File: src/rtl/texto_lcd_pkg.sv
// texto_lcd shared definitions: panel timing, text placement,
// colours, the message string and the glyph code set.
package texto_lcd_pkg;

    localparam int H_TOTAL  = 1056;
    localparam int H_PW     = 30;
    localparam int H_BP     = 46;
    localparam int H_ACT    = 800;
    localparam int V_TOTAL  = 525;
    localparam int V_PW     = 13;
    localparam int V_BP     = 23;
    localparam int V_ACT    = 480;
    localparam int TXT_X0   = 288;
    localparam int TXT_Y0   = 232;
    localparam int TXT_LEN  = 14;
    localparam int CELL     = 16;

    localparam logic [23:0] FG = 24'hFFFFFF;
    localparam logic [23:0] BG = 24'h0000FF;

    typedef enum logic [3:0] {
        CH_SP, CH_P, CH_R, CH_O, CH_Y, CH_E,
        CH_C, CH_T, CH_2, CH_S, CH_D
    } char_e;

    // "PROYECTO 2 SDP" in ASCII
    localparam logic [7:0] TXT_STR [0:TXT_LEN-1] = '{
        8'h50, 8'h52, 8'h4F, 8'h59, 8'h45, 8'h43, 8'h54,
        8'h4F, 8'h20, 8'h32, 8'h20, 8'h53, 8'h44, 8'h50
    };

    function automatic char_e to_code(input logic [7:0] c);
        case (c)
            8'h50:   return CH_P;
            8'h52:   return CH_R;
            8'h4F:   return CH_O;
            8'h59:   return CH_Y;
            8'h45:   return CH_E;
            8'h43:   return CH_C;
            8'h54:   return CH_T;
            8'h32:   return CH_2;
            8'h53:   return CH_S;
            8'h44:   return CH_D;
            default: return CH_SP;
        endcase
    endfunction

endpackage

File: src/rtl/texto_lcd_if.sv
// Panel-side signal bundle: clock, reset, syncs, enable and RGB.
// The controller drives it as master, the panel is the slave.
interface texto_lcd_if;
    logic       NCLK;
    logic       GREST;
    logic       HD;
    logic       VD;
    logic       DEN;
    logic [7:0] R;
    logic [7:0] G;
    logic [7:0] B;

    modport master (output NCLK, GREST, HD, VD, DEN, R, G, B);
    modport slave  (input  NCLK, GREST, HD, VD, DEN, R, G, B);
endinterface

File: src/rtl/texto_lcd_font_rom.sv
// Combinational 8x8 font lookup (IBM PC glyph set subset).
// Returns one glyph row, bit 7 is the leftmost pixel.
module texto_lcd_font_rom
    import texto_lcd_pkg::*;
(
    input  char_e      code,
    input  logic [2:0] row,
    output logic [7:0] bits
);

    logic [63:0] glyph;
    logic [2:0]  r_inv;

    // glyph select, then pick the requested row (row 0 in the top byte)
    always_comb begin
        glyph = 64'h0;
        case (code)
            CH_P:    glyph = 64'hFC66667C6060F000;
            CH_R:    glyph = 64'hFC66667C6C66E600;
            CH_O:    glyph = 64'h386CC6C6C66C3800;
            CH_Y:    glyph = 64'hCCCCCC7830307800;
            CH_E:    glyph = 64'hFE6268786862FE00;
            CH_C:    glyph = 64'h3C66C0C0C0663C00;
            CH_T:    glyph = 64'hFCB4303030307800;
            CH_2:    glyph = 64'h78CC0C3860CCFC00;
            CH_S:    glyph = 64'h78CCE0701CCC7800;
            CH_D:    glyph = 64'hF86C6666666CF800;
            default: glyph = 64'h0;
        endcase
        r_inv = ~row;
        bits  = glyph[{r_inv, 3'b000} +: 8];
    end

endmodule

File: src/rtl/texto_lcd.sv
// 800x480 TFT controller: panel clock/reset, sync timing and a
// fixed white-on-blue text line, all from the 50 MHz board clock.
module texto_lcd
    import texto_lcd_pkg::*;
#(
    parameter int HTOT = H_TOTAL,
    parameter int HPW  = H_PW,
    parameter int HBP  = H_BP,
    parameter int HACT = H_ACT,
    parameter int VTOT = V_TOTAL,
    parameter int VPW  = V_PW,
    parameter int VBP  = V_BP,
    parameter int VACT = V_ACT,
    parameter int TX0  = TXT_X0,
    parameter int TY0  = TXT_Y0
) (
    input  logic        CLK,
    input  logic        RST_n,
    texto_lcd_if.master lcd
);

    localparam logic [10:0] H_LAST = 11'(HTOT - 1);
    localparam logic [10:0] H_PWC  = 11'(HPW);
    localparam logic [10:0] H_A0   = 11'(HBP);
    localparam logic [10:0] H_A1   = 11'(HBP + HACT);
    localparam logic [10:0] T_X0   = 11'(TX0);
    localparam logic [10:0] T_X1   = 11'(TX0 + TXT_LEN * CELL);
    localparam logic [9:0]  V_LAST = 10'(VTOT - 1);
    localparam logic [9:0]  V_PWC  = 10'(VPW);
    localparam logic [9:0]  V_A0   = 10'(VBP);
    localparam logic [9:0]  V_A1   = 10'(VBP + VACT);
    localparam logic [9:0]  T_Y0   = 10'(TY0);
    localparam logic [9:0]  T_Y1   = 10'(TY0 + CELL);

    logic        nclk;
    logic        grest;
    logic [10:0] hcnt;
    logic [9:0]  vcnt;
    logic        hd, vd, den;
    logic [23:0] rgb;

    logic        hd_n, vd_n, den_n, in_txt, pix_on;
    logic [23:0] rgb_n;
    logic [10:0] x;
    logic [9:0]  y;
    logic [7:0]  tx;
    logic [3:0]  ty;
    logic [3:0]  idx;
    char_e       code;
    logic [7:0]  bits;
    logic        unused_bits;

    // panel clock is CLK/2 starting low; GREST rises on the first edge
    always_ff @(posedge CLK or posedge RST_n) begin
        if (RST_n) begin
            nclk  <= 1'b0;
            grest <= 1'b0;
        end else begin
            nclk  <= ~nclk;
            grest <= 1'b1;
        end
    end

    // raster counters step when NCLK falls
    always_ff @(posedge CLK or posedge RST_n) begin
        if (RST_n) begin
            hcnt <= '0;
            vcnt <= '0;
        end else if (nclk) begin
            if (hcnt == H_LAST) begin
                hcnt <= '0;
                vcnt <= (vcnt == V_LAST) ? '0 : vcnt + 10'd1;
            end else begin
                hcnt <= hcnt + 11'd1;
            end
        end
    end

    // only the low bits of the text offsets matter (modulo arithmetic)
    assign x  = hcnt - H_A0;
    assign y  = vcnt - V_A0;
    assign tx = x[7:0] - T_X0[7:0];
    assign ty = y[3:0] - T_Y0[3:0];
    assign unused_bits = ^{tx[0], ty[0]};

    assign idx  = in_txt ? tx[7:4] : 4'd0;
    assign code = to_code(TXT_STR[idx]);

    texto_lcd_font_rom u_font (
        .code (code),
        .row  (ty[3:1]),
        .bits (bits)
    );

    // sync/enable decode and pixel colour for the current counters
    always_comb begin
        hd_n   = ~(hcnt < H_PWC);
        vd_n   = ~(vcnt < V_PWC);
        den_n  = (hcnt >= H_A0) && (hcnt < H_A1) &&
                 (vcnt >= V_A0) && (vcnt < V_A1);
        in_txt = (x >= T_X0) && (x < T_X1) &&
                 (y >= T_Y0) && (y < T_Y1);
        pix_on = in_txt && bits[~tx[3:1]];
        rgb_n  = 24'h0;
        if (den_n) begin
            rgb_n = pix_on ? FG : BG;
        end
    end

    // output register, loaded together with the counter step
    always_ff @(posedge CLK or posedge RST_n) begin
        if (RST_n) begin
            hd  <= 1'b1;
            vd  <= 1'b1;
            den <= 1'b0;
            rgb <= 24'h0;
        end else if (nclk) begin
            hd  <= hd_n;
            vd  <= vd_n;
            den <= den_n;
            rgb <= rgb_n;
        end
    end

    assign lcd.NCLK  = nclk;
    assign lcd.GREST = grest;
    assign lcd.HD    = hd;
    assign lcd.VD    = vd;
    assign lcd.DEN   = den;
    assign lcd.R     = rgb[23:16];
    assign lcd.G     = rgb[15:8];
    assign lcd.B     = rgb[7:0];

endmodule

File: src/flat_wrapper.sv
// flat-port wrapper written by rule: the top's interface ports become plain ports
module texto_lcd_flat import texto_lcd_pkg::*;
#(
    parameter int HTOT = H_TOTAL,
    parameter int HPW  = H_PW,
    parameter int HBP  = H_BP,
    parameter int HACT = H_ACT,
    parameter int VTOT = V_TOTAL,
    parameter int VPW  = V_PW,
    parameter int VBP  = V_BP,
    parameter int VACT = V_ACT,
    parameter int TX0  = TXT_X0,
    parameter int TY0  = TXT_Y0
)
  (CLK, RST_n, lcd_NCLK, lcd_GREST, lcd_HD, lcd_VD, lcd_DEN, lcd_R, lcd_G, lcd_B);
  texto_lcd_if lcd_i ();
  input  logic CLK;
  input  logic RST_n;
  output wire logic [$bits(lcd_i.NCLK)-1:0] lcd_NCLK;
  output wire logic [$bits(lcd_i.GREST)-1:0] lcd_GREST;
  output wire logic [$bits(lcd_i.HD)-1:0] lcd_HD;
  output wire logic [$bits(lcd_i.VD)-1:0] lcd_VD;
  output wire logic [$bits(lcd_i.DEN)-1:0] lcd_DEN;
  output wire logic [$bits(lcd_i.R)-1:0] lcd_R;
  output wire logic [$bits(lcd_i.G)-1:0] lcd_G;
  output wire logic [$bits(lcd_i.B)-1:0] lcd_B;
  assign lcd_NCLK = lcd_i.NCLK;
  assign lcd_GREST = lcd_i.GREST;
  assign lcd_HD = lcd_i.HD;
  assign lcd_VD = lcd_i.VD;
  assign lcd_DEN = lcd_i.DEN;
  assign lcd_R = lcd_i.R;
  assign lcd_G = lcd_i.G;
  assign lcd_B = lcd_i.B;
  texto_lcd #(.HTOT(HTOT), .HPW(HPW), .HBP(HBP), .HACT(HACT), .VTOT(VTOT), .VPW(VPW), .VBP(VBP), .VACT(VACT), .TX0(TX0), .TY0(TY0)) u_core (.CLK(CLK), .RST_n(RST_n), .lcd(lcd_i));
endmodule
File: config.mk
export PLATFORM = sky130hd
export DESIGN_NAME = texto_lcd_flat
export DESIGN_NICKNAME = d
export VERILOG_FILES = /design/src/rtl/texto_lcd_pkg.sv /design/src/rtl/texto_lcd_if.sv /design/src/rtl/texto_lcd_font_rom.sv /design/src/rtl/texto_lcd.sv /design/src/flat_wrapper.sv
export SDC_FILE = /design/constraint.sdc
export NUM_CORES = 1
export LEC_CHECK = 0
export BUFFER_PORTS_ARGS = -buffer_cell sky130_fd_sc_hd__buf_2
export CORE_UTILIZATION = 60
export DETAILED_ROUTE_END_ITERATION = 7
export PLACE_DENSITY_LB_ADDON = 0.1
export REMOVE_ABC_BUFFERS = 1
export SETUP_SLACK_MARGIN = 0.4
export SYNTH_ARGS = -nofsm -noshare
export SYNTH_HDL_FRONTEND = slang
export SYNTH_SLANG_ARGS = --single-unit
export TNS_END_PERCENT = 30
File: constraint.sdc
create_clock -name CLK -period 18.1 [get_ports CLK]
set_input_delay 3.62 -clock CLK [delete_from_list [all_inputs] [get_ports CLK]]
set_output_delay 3.62 -clock CLK [all_outputs]
set_load 0.05 [all_outputs]
**Word level (Yosys, flattened, before mapping)**

Memory sizes are Yosys's and may differ from the RTL's.
Cells that the tools add are included.
Widths: inputs -> output; s select.

- $add $sub $neg: 6
- Multiplexer cells: 10
- Bitwise operators: 6
- Shift operators: 1
- Reductions and logical operators: 8
- Magnitude comparators: 12
- Equal/unequal tests: 12

Operator list:

| cell | count |
|---|---|
| $eq 8x7->1 const B | 9 |
| $shiftx 64x7->8 | 1 |
| $mux 24 | 2 |
| $pmux 4 s10 | 1 |
| $lt 11x10->1 const B | 2 |
| $mux 8 | 2 |
| $add 11x1->11 const B | 1 |
| $eq 11x11->1 const B | 1 |
| $ge 11x6->1 const B | 1 |
| $ge 11x9->1 const B | 1 |
| $lt 11x5->1 const B | 1 |
| $mux 11 | 1 |
| $sub 11x6->11 const B | 1 |
| $add 10x1->10 const B | 1 |
| $eq 10x10->1 const B | 1 |
| $ge 10x5->1 const B | 1 |
| $ge 10x8->1 const B | 1 |
| $lt 10x4->1 const B | 1 |
| $lt 10x8->1 const B | 1 |
| $lt 10x9->1 const B | 1 |
| $mux 10 | 1 |
| $sub 10x5->10 const B | 1 |
| $eq 8x6->1 const B | 1 |
| $sub 8x6->8 const B | 1 |
| other kinds (11) | 20 |

- Logic and storage cells: 65
- Memories: 2
- ROM bits: 912
- Input bits: 2
- Output and inout port bits: 29
- Register bits after elaboration: 50

Memory list:

| memory | depth | bits a word | rd ports | clocked after memory_dff | write ports | RTL line | source |
|---|---|---|---|---|---|---|---|
| (no name shown) | 16 | 49 | 1 | 0 | 0 | texto_lcd_font_rom.sv:17 | `case (code)` |
| (no name shown) | 16 | 8 | 1 | 0 | 0 | texto_lcd.sv:87 | `assign code = to_code(TXT_STR[idx]);` |

**Depth between registers and ports, before layout**

An unclocked memory read counts as a cell.

- Word-level depth: 19
- Gate-level depth with buffers: 31
- Mapped depth without buffers: 28

**Cells and area by module**

Synthesis repeated with hierarchy kept, for this count alone.

- Cells, all modules: 465
- Area total of the unflattened synthesis: 3606.0 µm²

By module, submodules not included:

| module | area each (µm²) | times used | cells an instance | seq. area each (µm²) |
|---|---|---|---|---|
| texto_lcd | 2478.6 | 1 | 305 | 678.2 |
| texto_lcd_font_rom | 1127.3 | 1 | 160 | 0.0 |

**Worst setup path before layout**

Ideal clock, no wire load.

- Path kind: register to register
- Start point: register u_core.hcnt[1]
- End point: register u_core.rgb[22]
- Required time: 18005 ps
- Setup time: 95 ps
- Stages on the path, launching flop included: 26
- Period minus slack after synthesis: 6143 ps
- Path slack: 11957 ps
- Buffers on the path: 1
- Data arrival time: 6048 ps
- Path through: dfrtp_1 > ha_1 > clkbuf_2 > a21oi_1 > xnor2_1 > ha_1 > nand2_1 > or4_4 > a311o_4 > nor3_4 > nand2_1 > ha_1 > nand2b_1 > nor4_1 > a21oi_1 > a2111oi_0 > a31o_2 > nor3b_1 > a211o_4 > ha_1 > or3_1 > o221ai_1 > a31oi_1 > a2111oi_1 > o311ai_1 > o31ai_1

- Cells in the longest elaborated chain, start to end: 19
- Elaborated cells on any way between the ends: 36
- Classes of those cells: add/sub (2); order compare (4); eq/ne (10); shift (1); mux (8); bitwise (2); reduce/logical (7); memory (2)

RTL lines:

| item | RTL line | source |
|---|---|---|
| from (decl) | texto_lcd.sv:37 | `logic [10:0] hcnt;` |
| from (signal assigned) | texto_lcd.sv:74 | `hcnt <= hcnt + 11'd1;` |
| $sub 11x6->11 | texto_lcd.sv:80 | `assign x = hcnt - H_A0;` |
| $ge 11x9->1 / $lt 11x10->1 (equally long branches) | texto_lcd.sv:101 | `in_txt = (x >= T_X0) && (x < T_X1) &&` |
| $logic_and 1x1->1 (2 in series) | texto_lcd.sv:101 |  |
| $logic_and 1x1->1 | texto_lcd.sv:102 | `(y >= T_Y0) && (y < T_Y1);` |
| $mux 4 | texto_lcd.sv:86 | `assign idx = in_txt ? tx[7:4] : 4'd0;` |
| $not 4->5 (implied by the code) | texto_lcd.sv:87 |  |
| $mem_v2 16x8 | n/a |  |
| $mux 8 (implied by the code) (2 in series) | texto_lcd.sv:87 |  |
| $eq 8x7->1 / $eq 8x6->1 (equally long branches) | texto_lcd_pkg.sv:33 | `case (c)` |
| $pmux 4 s10 | texto_lcd_pkg.sv:33 |  |
| $mem_v2 16x49 | n/a |  |
| $shiftx 64x7->8 | texto_lcd_font_rom.sv:31 | `bits = glyph[{r_inv, 3'b000} +: 8];` |
| $bmux 1 s3 | texto_lcd.sv:103 | `pix_on = in_txt && bits[~tx[3:1]];` |
| $mux 1 (implied by the code) | texto_lcd.sv:103 |  |
| $logic_and 1x1->1 | texto_lcd.sv:103 |  |
| $mux 24 | texto_lcd.sv:106 | `rgb_n = pix_on ? FG : BG;` |
| $mux 24 (*) | texto_lcd.sv:105 | `if (den_n) begin` |
| to (signal assigned) | texto_lcd.sv:121 | `rgb <= rgb_n;` |
| to (decl) | texto_lcd.sv:40 | `logic [23:0] rgb;` |

Every way passes the cells marked *; elsewhere a longest branch is shown, timed or not. The select of a mux whose other input is x is not followed.
A chain may end at the register's enable or synchronous reset.

**Final worst setup path**

Ends and elaborated chain as after synthesis.

==> flow_summary.ini <==
[routing]
wl_per_cell_um = 18.7
wirelength_um = 10100
vias = 3651
drt-initial-drc-count = 325
drc_errors = 0
first_pass_iters = 5
ant_nets = 0
via_per_inst = 6.74

[synthesis]
synthArstFlopShare_pct = 100
synth-seq-area-share_pct = 18.4
synth_top_flop_cell = dfrtp_1
synth_edf_count = 0
ys_seq_elements = 27
syn_area_per_cell_um2 = 7.56
synth-warning-count = 0
synthCells = 487
yosysUniqueCellTypes = 84
synthesis.area_mm2 = 0.00368

[global_routing]
grt_pass1_vias = 3216
grt.total_usage_pct = 32.6
antenna_found_initial = 0
overflow = 0
grt_max_degree = 28
grt_pass1_wl_um = 16500

[clocking]
cts-root-buf = clkbuf_8
clk_pin_slew_ps = 100
cts_hold_buf = 0
clock_path_buffers = 2
cts_tree = yes
cts_made_buffers = 3
clock-sinks = 27
cts-htree-levels = 1
insertion_delay_ps = 280
postCtsSetupBuffers = 0
cts.repair.resized = 0

[placement]
gp_congestion = 0.961
dp_hpwl_um = 7320
portBuffers = 30

[worst_setup_path]
end_kind = register
crit_path_top_delay_cell = dfrtp_1
arrival_ps = 7140
critPathTopFamily = compound AO/OA/AOI/OAI gates
path_common_cell = ha_1
cp.buffers_inverters = 1
max_stage_delay_ps = 600
crit_fanout = 11
start_kind = register
cp.required_ps = 18270
critPathKind = register to register

[pwr]
leakagePower_nw = 1.56
ir_drop_v = 0.0000360
powerDensity_mw_per_mm2 = 26.9

[floorplanning]
initial_core_util_pct = 62.2
die-area_mm2 = 0.00645
rows = 28
io-pin-count = 31
coreArea_mm2 = 0.00592
die_y_um = 80.3
die_x_um = 80.3

[timing]
slew_violations = 0
min_period_over_period_pct = 38.5
setup_viol = 0
max_freq_mhz = 143
tightest_slew_ps = 1080
hold_violations = 0
slew_headroom_pct = 27.2
rsz0062_at_grt = no
period_minus_slack_ps = 6970
tns_ps = 0
fin_skew_ps = 6.69

[cells_and_area]
n_antenna_cell = 0
area_growth_pct = -0.408
fin_util_pct = 61.9
mostFrequentLayoutCells = nand2_1, nor2_1, buf_2
layout_commonest_cell = nand2_1
drive_above_1_share_pct = 12.8
final_nets = 486

[flow_run]
maxCapViolations = 0

[worst_hold_path]
min_path_type = register to register

[run_status]
status = finished, final reports clean
## report_power, final
group | switching, mW | leakage (nW) | total (mW) | internal (mW)
Sequential | 0.0000182 | 0.353 | 0.0604 | 0.0604
Combinational | 0.00163 | 1.18 | 0.00180 | 0.000164
Clock | 0.0208 | 0.0217 | 0.0365 | 0.0157
Total | 0.0225 | 1.56 | 0.0987 | 0.0763
## cell families after synthesis
family,share of synthesized area [%]
DFF,18.4
AOI/OAI and AO/OA,29.1
xor gates and xnor gates,7.89
and+or+nand+nor,25.2
adders and majority gates,5.44
buffers and inverters,10.8
muxes,3.03
other,0.102
## Yosys cell counts, types with 5 or more instances
library cell  instances  area, um^2
and3_1                5        31.3
a22oi_1               6        45.0
nand3_1              20         100
nand4_1               5        31.3
a2111oi_0             5        43.8
inv_1                16        60.1
dfrtp_1              25         626
o21ai_1               5        25.0
nand2_1              42         158
clkbuf_1             23        86.3
buf_4                24         180
mux2i_1              10         100
xnor2_1              22         193
nor3_1               19        95.1
o21ai_0              20         100
a211oi_1              9        67.6
or3_1                10        62.6
o31ai_1               8        60.1
a311oi_1              5        43.8
a21oi_1              28         140
ha_1                 16         200
xor2_1                8        70.1
buf_2                 5        25.0
nor2_1               37         139
a21o_1                5        37.5
a31oi_1               7        43.8
o211ai_1              6        45.0
nor4_1                8        50.1
## worst paths after layout
kind,slack (ps),to,start,depth (start not counted)
max,11130,u_core.rgb[22],u_core.hcnt[1],25
min,510,u_core.lcd.VD,u_core.lcd.VD,2
max reg2reg,11130,u_core.rgb[22],u_core.hcnt[1],25
min reg2reg,510,u_core.lcd.VD,u_core.lcd.VD,2
max in group asynchronous,13910,u_core.vcnt[7],RST_n,2
min in group asynchronous,3570,u_core.hcnt[8],RST_n,2
## per-stage QoR
stage          instance area (um^2)  hold slack (ps)  power (mW)  std cells  setup WS (ps)
6_report                       3660              511      0.0987        542          11130
3_5_place_dp                   3620              497      0.0635        538          11260
5_1_grt                        3660              539       0.102        542          10470
4_1_cts                        3660              514      0.0992        542          11210
3_3_place_gp                   3620              481      0.0634        538          11440
2_1_floorplan                  3360              502      0.0629        431           9410
## worst min-delay path: cells and delay by family (launching register included)
family	cells	cell delay, ps
flops	1	380
compound gates	1	50
simple gates	1	90
## final cells by class
type	count	area (um^2)
Clock inverter	1	7.51
Tap cell	75	93.8
Timing Repair Buffer	32	165
Multi-Input combinational cell	385	2610
Clock buffer	3	41.3
Inverter	19	73.8
Fill cell	524	2260
Sequential cell	27	678
## registers in the layout, indices dropped and copies added (netlist names)
name / cells
u_core.rgb: 2
u_core.lcd.HD: 1
u_core.lcd.NCLK: 1
u_core.vcnt: 10
u_core.hcnt: 11
u_core.lcd.GREST: 1
u_core.lcd.VD: 1
## routing by layer
metal / share of wire [%] / up-vias / global-route usage [%] / wire length [um]
met1: 45 / 1700 / 46.8 / 4520
met5: 0 / - / 0 / 0
met4: 2.0 / 0 / 8.93 / 202
li1: - / 1749 / - / -
met2: 46 / 181 / 50.3 / 4660
met3: 7.2 / 21 / 4.43 / 731
Note: power is estimated with default switching activity, not from simulation.
